### config.mk
export PLATFORM = sky130hd
export DESIGN_NAME = optic_flow_scheduler_flat
export DESIGN_NICKNAME = d
export VERILOG_FILES = /design/src/rtl/optic_flow_scheduler_if.sv /design/src/rtl/optic_flow_scheduler.sv /design/src/flat_wrapper.sv
export SDC_FILE = /design/constraint.sdc
export NUM_CORES = 1
export LEC_CHECK = 0
export CAP_MARGIN = 20
export CORE_MARGIN = 1.5
export CORE_UTILIZATION = 40
export CTS_CLUSTER_SIZE = 28
export DETAILED_ROUTE_END_ITERATION = 8
export GPL_ROUTABILITY_DRIVEN = 0
export GPL_TIMING_DRIVEN = 0
export PLACE_DENSITY = 0.74
export SLEW_MARGIN = 20
export SYNTH_ARGS = -nofsm -noshare
export SYNTH_HDL_FRONTEND = slang
export SYNTH_SLANG_ARGS = --single-unit
### constraint.sdc
create_clock -name clock -period 2.7 [get_ports clock]
set_input_delay 0.54 -clock clock [delete_from_list [all_inputs] [get_ports clock]]
set_output_delay 0.54 -clock clock [all_outputs]
set_load 0.02 [all_outputs]
### src/rtl/optic_flow_scheduler_if.sv
// rtl/optic_flow_scheduler_if.sv - CI and scratch-memory bus bundle for the optic-flow scheduler
interface optic_flow_scheduler_if #(
    parameter int ADDR_WIDTH = 12
);
    logic                  start;
    logic [7:0]            ciN;
    logic [31:0]           valueA;
    logic [31:0]           valueB;
    logic                  done;
    logic [31:0]           result;
    logic                  memReq;
    logic                  memWe;
    logic [ADDR_WIDTH-1:0] memAddr;
    logic [31:0]           memWdata;
    logic                  memGrant;
    logic                  memRvalid;
    logic [31:0]           memRdata;
    logic                  irq;

    modport slave (
        input  start, ciN, valueA, valueB, memGrant, memRvalid, memRdata,
        output done, result, memReq, memWe, memAddr, memWdata, irq
    );

    modport master (
        output start, ciN, valueA, valueB, memGrant, memRvalid, memRdata,
        input  done, result, memReq, memWe, memAddr, memWdata, irq
    );
endinterface

### src/rtl/optic_flow_scheduler.sv
// rtl/optic_flow_scheduler.sv - CI-launched engine streaming the optic-flow kernel over scratch buffers
module optic_flow_scheduler #(
    parameter logic [7:0] customInstructionId = 8'd0,
    parameter int         ADDR_WIDTH          = 12,
    parameter int         COUNT_WIDTH         = 16
) (
    input logic                   clock,
    input logic                   reset,
    optic_flow_scheduler_if.slave bus
);
    typedef enum logic [2:0] {IDLE, RD_CUR, W_CUR, RD_PREV, W_PREV, WR} state_t;

    state_t                 state, state_next;
    logic [ADDR_WIDTH-1:0]  cur_base, prev_base, out_base;
    logic [ADDR_WIDTH-1:0]  cur_ptr, prev_ptr, out_ptr;
    logic [COUNT_WIDTH-1:0] count, progress, progress_inc, launch_n;
    logic [31:0]            cur_word, prev_word, flow, result;
    logic [15:0]            progress_lo;
    logic [2:0]             op;
    logic                   sel, busy, launch, last_word, abort_pending, irq_q;
    logic                   mem_req, mem_we;
    logic [ADDR_WIDTH-1:0]  mem_addr;
    logic [31:0]            mem_wdata;
    logic                   unused_bits;

    // Pixel i: x at even bit, y at odd bit of each 16-bit row; D row x bits do not enter the kernel
    function automatic logic [31:0] flow_word(input logic [31:0] c, input logic [31:0] p);
        logic [7:0]  ux, uy, dy, pux, puy, pdy, la, ra, ua, da;
        logic [31:0] r;
        for (int i = 0; i < 8; i++) begin
            ux[i]  = c[16 + 2*i];
            uy[i]  = c[17 + 2*i];
            dy[i]  = c[1 + 2*i];
            pux[i] = p[16 + 2*i];
            puy[i] = p[17 + 2*i];
            pdy[i] = p[1 + 2*i];
        end
        la = ux & (pux >> 1);
        ra = (ux >> 1) & pux;
        ua = uy & pdy;
        da = dy & puy;
        for (int i = 0; i < 8; i++) begin
            r[4*i +: 4] = {ua[i] & ~da[i], da[i] & ~ua[i], la[i] & ~ra[i], ra[i] & ~la[i]};
        end
        return r;
    endfunction

    assign sel          = bus.start && (bus.ciN == customInstructionId);
    assign op           = bus.valueA[2:0];
    assign busy         = (state != IDLE);
    assign launch       = sel && (op == 3'd3) && !busy;
    assign launch_n     = bus.valueB[COUNT_WIDTH-1:0];
    assign progress_inc = progress + COUNT_WIDTH'(1);
    assign last_word    = (progress_inc == count);
    assign progress_lo  = 16'(progress);
    assign flow         = flow_word(cur_word, prev_word);
    assign unused_bits  = ^{bus.valueA[31:3], bus.valueB, cur_word, prev_word};

    always_comb begin
        result = 32'd0;
        if (sel) begin
            case (op)
                3'd3:    result = {31'd0, !busy};
                3'd4:    result = {busy, 15'd0, progress_lo};
                default: result = 32'd0;
            endcase
        end
    end

    always_ff @(posedge clock or negedge reset) begin
        if (!reset) state <= IDLE;
        else        state <= state_next;
    end

    always_comb begin
        state_next = state;
        mem_req    = 1'b0;
        mem_we     = 1'b0;
        mem_addr   = '0;
        mem_wdata  = 32'd0;
        case (state)
            IDLE:    if (launch && launch_n != '0) state_next = RD_CUR;
            RD_CUR: begin
                mem_req  = 1'b1;
                mem_addr = cur_ptr;
                if (bus.memGrant) state_next = W_CUR;
            end
            W_CUR:   if (bus.memRvalid) state_next = RD_PREV;
            RD_PREV: begin
                mem_req  = 1'b1;
                mem_addr = prev_ptr;
                if (bus.memGrant) state_next = W_PREV;
            end
            W_PREV:  if (bus.memRvalid) state_next = WR;
            WR: begin
                mem_req   = 1'b1;
                mem_we    = 1'b1;
                mem_addr  = out_ptr;
                mem_wdata = flow;
                if (bus.memGrant) state_next = (last_word || abort_pending) ? IDLE : RD_CUR;
            end
            default: state_next = IDLE;
        endcase
    end

    always_ff @(posedge clock or negedge reset) begin
        if (!reset) begin
            cur_base      <= '0;
            prev_base     <= '0;
            out_base      <= '0;
            cur_ptr       <= '0;
            prev_ptr      <= '0;
            out_ptr       <= '0;
            count         <= '0;
            progress      <= '0;
            cur_word      <= 32'd0;
            prev_word     <= 32'd0;
            abort_pending <= 1'b0;
            irq_q         <= 1'b0;
        end else begin
            irq_q <= 1'b0;
            if (sel) begin
                case (op)
                    3'd0:    cur_base  <= bus.valueB[ADDR_WIDTH-1:0];
                    3'd1:    prev_base <= bus.valueB[ADDR_WIDTH-1:0];
                    3'd2:    out_base  <= bus.valueB[ADDR_WIDTH-1:0];
                    3'd5:    if (busy) abort_pending <= 1'b1;
                    default: ;
                endcase
            end
            if (!busy) abort_pending <= 1'b0;
            // Bases are copied here so base writes during a run never move the live pointers
            if (launch) begin
                count    <= launch_n;
                cur_ptr  <= cur_base;
                prev_ptr <= prev_base;
                out_ptr  <= out_base;
                if (launch_n == '0) irq_q    <= 1'b1;
                else                progress <= '0;
            end
            if (state == W_CUR && bus.memRvalid)  cur_word  <= bus.memRdata;
            if (state == W_PREV && bus.memRvalid) prev_word <= bus.memRdata;
            if (state == WR && bus.memGrant) begin
                cur_ptr  <= cur_ptr + ADDR_WIDTH'(1);
                prev_ptr <= prev_ptr + ADDR_WIDTH'(1);
                out_ptr  <= out_ptr + ADDR_WIDTH'(1);
                progress <= progress_inc;
                if (last_word) irq_q <= 1'b1;
            end
        end
    end

    assign bus.done     = sel;
    assign bus.result   = result;
    assign bus.memReq   = mem_req;
    assign bus.memWe    = mem_we;
    assign bus.memAddr  = mem_addr;
    assign bus.memWdata = mem_wdata;
    assign bus.irq      = irq_q;
endmodule

### src/flat_wrapper.sv
// flat-port wrapper written by rule: the top's interface ports become plain ports
module optic_flow_scheduler_flat 
#(
    parameter logic [7:0] customInstructionId = 8'd0,
    parameter int         ADDR_WIDTH          = 12,
    parameter int         COUNT_WIDTH         = 16
)
  (clock, reset, bus_start, bus_ciN, bus_valueA, bus_valueB, bus_memGrant, bus_memRvalid, bus_memRdata, bus_done, bus_result, bus_memReq, bus_memWe, bus_memAddr, bus_memWdata, bus_irq);
  optic_flow_scheduler_if #(.ADDR_WIDTH(ADDR_WIDTH)) bus_i ();
  input logic clock;
  input logic reset;
  input wire logic [$bits(bus_i.start)-1:0] bus_start;
  input wire logic [$bits(bus_i.ciN)-1:0] bus_ciN;
  input wire logic [$bits(bus_i.valueA)-1:0] bus_valueA;
  input wire logic [$bits(bus_i.valueB)-1:0] bus_valueB;
  input wire logic [$bits(bus_i.memGrant)-1:0] bus_memGrant;
  input wire logic [$bits(bus_i.memRvalid)-1:0] bus_memRvalid;
  input wire logic [$bits(bus_i.memRdata)-1:0] bus_memRdata;
  output wire logic [$bits(bus_i.done)-1:0] bus_done;
  output wire logic [$bits(bus_i.result)-1:0] bus_result;
  output wire logic [$bits(bus_i.memReq)-1:0] bus_memReq;
  output wire logic [$bits(bus_i.memWe)-1:0] bus_memWe;
  output wire logic [$bits(bus_i.memAddr)-1:0] bus_memAddr;
  output wire logic [$bits(bus_i.memWdata)-1:0] bus_memWdata;
  output wire logic [$bits(bus_i.irq)-1:0] bus_irq;
  assign bus_i.start = bus_start;
  assign bus_i.ciN = bus_ciN;
  assign bus_i.valueA = bus_valueA;
  assign bus_i.valueB = bus_valueB;
  assign bus_i.memGrant = bus_memGrant;
  assign bus_i.memRvalid = bus_memRvalid;
  assign bus_i.memRdata = bus_memRdata;
  assign bus_done = bus_i.done;
  assign bus_result = bus_i.result;
  assign bus_memReq = bus_i.memReq;
  assign bus_memWe = bus_i.memWe;
  assign bus_memAddr = bus_i.memAddr;
  assign bus_memWdata = bus_i.memWdata;
  assign bus_irq = bus_i.irq;
  optic_flow_scheduler #(.customInstructionId(customInstructionId), .ADDR_WIDTH(ADDR_WIDTH), .COUNT_WIDTH(COUNT_WIDTH)) u_core (.clock(clock), .reset(reset), .bus(bus_i));
endmodule
==> impl_metrics.toml <==
[status]
status = "completed"

[sta]
fmax_mhz = 378
finalSetupViolations = 0
period_share_pct = 98.0
finalHoldViolCount = 0
worst_pin_slew_ns = 0.757
slew-limit-headroom_pct = 49.5
min_period_ns = 2.64
hold_ws_ns = 0.0783
final-max-slew-violation-count = 0
setup_tns_ns = 0
fin_worst_skew_ns = 0.00966

[logic_synthesis]
syn_avg_cell_area_um2 = 9.67
synth_ff_type = "dfrtp_1"
ys_seq_elements = 157
synthArstFlopShare_pct = 100
netlist.area_leader.share_pct = 47.9
yosys-top-cells-count = "dfrtp_1 (157), nand2_1 (127), mux2_2 (84)"
synth_cells = 848
synth.largest_area_cell = "dfrtp_1"
yosys_warnings = 0
synth_edf_count = 0
synth.area.top_cells = "dfrtp_1 (48%), mux2_2 (12%), nand2_1 (5.8%)"
synthesis.area_um2 = 8200
synth.most_common_cell = "dfrtp_1"
ys_types = 54
ys_seq_area_share_pct = 47.9

[floorplan]
initial_core_util_pct = 40.6
chipWidth_um = 146
die_area_um2 = 21400
fp-row-count = 52
die_h_um = 146
io_pins = 189
fp.coreArea_um2 = 20200

[critical_path]
crit_arrival_ns = 2.10
path_class = "flop to output pin"
cp-end-kind = "output pin"
critical_path_peak_fanout = 10
required_ns = 2.16
startpoint_type = "flop"

[grt]
grt_pass1_vias = 6991
grt_usage_pct = 22.7
antenna_found_initial = 0
grt_pass1_wl_um = 37500
grt_max_degree = 81
grt_overflow = 0

[cells_and_area]
syn_to_final_growth_pct = 29.5
fin_cells = 1296
n_fill_cell = 1820
diodes = 0
layout-drive-gt1-share_pct = 22.1
layout.nets = 1126
stdcell_area_um2 = 10600

[cts]
cts.clk_slew.worst_paths_ns = 0.08
clock_path_buffers = 2
cts_hold_buf = 0
worstSkewPairLatency_ns = 0.43
numCtsBuffers = 17
cts-root-buf = "clkbuf_16"
cts_sinks = 157
h-tree-depth = 4
cts_tree = "done"

[run]
max-cap-violations = 0

[placement]
place_area_um2 = 9820
dp_cells = 1253
port_buffers = 118
dp_hpwl_um = 16600

[detailed_routing]
postRouteAntennaNets = 0
drtIter0Drc = 702
post_drt_wl_per_cell_um = 18.6
num_vias = 7197
dr.pass1.iters = 6
drt_wl_total_um = 24100
via_per_inst = 5.55
drcViolationCount = 0

[pwr]
power_leakage_nw = 4.86
finalPower_mw = 8.80
power.density_nw_per_um2 = 829
vdd_drop_max_v = 0.000601

[worst_hold_path]
min_path_type = "input pin to async pin"
metrics by stage:
step	util, %	setup slack (ns)
2_1_floorplan	-	0.0136
3_3_place_gp	48.5	-5.26
3_5_place_dp	48.7	-1.34
4_1_cts	52.2	0.000714
5_1_grt	52.6	-0.00228
6_report	52.6	0.0553
power by group:
part | internal (mW) | switching (mW) | total, mW | leakage, nW
Clock | 1.26 | 1.14 | 2.40 | 0.292
Combinational | 1.27 | 1.57 | 2.84 | 2.55
Sequential | 2.98 | 0.573 | 3.55 | 2.01
logic make-up after synthesis:
kind of cell,after synthesis,synth area share (%)
other,1,0.0458
AOI/OAI and AO/OA,172,12.9
buffers and inverters,75,4.41
DFF,157,47.9
and+or+nand+nor,321,18.7
adders and majority gates,4,0.611
xor gates and xnor gates,20,2.14
muxes,98,13.2
worst paths after layout:
kind	endpoint	cells after the start	start	slack [ns]
min	u_core.cur_word[28]	1	reset	0.08
max reg2reg	u_core.bus.irq	7	u_core.progress[0]	0.11
min reg2reg	u_core.out_ptr[11]	1	u_core.out_ptr[11]	0.50
max	bus_memWdata[4]	4	u_core.state[1]	0.06
max in group asynchronous	u_core.prev_ptr[2]	2	reset	1.79
min in group clock	u_core.out_ptr[11]	1	u_core.out_ptr[11]	0.50
cells in the final DEF, fill, tap and decap left out, drive strengths merged, types with 5 or more instances in the layout:
cell type,synthesis,routed
dlymetal6s2s,0,6
nand2,127,127
dfrtp,157,157
dlygate4sd2,0,25
nor2b,5,5
and3,7,7
mux2i,14,14
nor2,68,68
nand4,12,12
buf,27,62
mux2,84,84
nor4,6,6
o21ai,49,49
a211oi,24,24
clkdlybuf4s15,0,5
a31oi,11,11
and4,7,7
xor2,8,8
clkdlybuf4s50,0,57
o31ai,5,5
inv,4,17
a311oi,7,7
o22ai,13,13
nand3,34,34
clkbuf,44,63
xnor2,12,12
a21oi,44,44
conb,1,17
and2,32,32
repair_timing:
item / in CTS / in global routing
setup buffers: 6 / 6
hold endpoints to repair: 0 / 0
gates resized for setup: 174 / 46
pin swaps: 5 / 4
endpoints found under the setup margin: 100 / 65
cloned: 1 / 1
final cells by class:
cell class	count	area, µm²	area share (%)
Timing Repair Buffer	133	1270	12.0
Multi-Input combinational cell	632	4060	38.2
Tap cell	270	338	3.18
Clock inverter	15	165	1.56
Buffer	68	409	3.85
Clock buffer	17	425	4.01
Sequential cell	157	3930	37.0
Inverter	4	15.0	0.141
state kept, by name (all words and copies together), names as in the netlist:
register	cells
u_core.abort_pending	1
u_core.bus.irq	1
u_core.count	16
u_core.cur_base	12
u_core.cur_ptr	12
u_core.cur_word	24
u_core.out_base	12
u_core.out_ptr	12
u_core.prev_base	12
u_core.prev_ptr	12
u_core.prev_word	24
u_core.progress	16
u_core.state	3
worst max-delay path, stage by stage, from the launching register on:
cell and delay, ns:
dfrtp_1 0.40, nand3b_1 0.25, clkbuf_4 0.25, nor2_1 0.15
clkdlybuf4s50_1 0.62
metal layers:
layer / up-vias / routed length, µm / GRT usage [%]
met3: 53 / 1860 / 5.47
met2: 336 / 11600 / 37.2
met4: 0 / 734 / 9.24
li1: 3320 / - / -
met5: - / 0 / 0
met1: 3488 / 9920 / 28.9
Power figures use the tool's default switching activity.
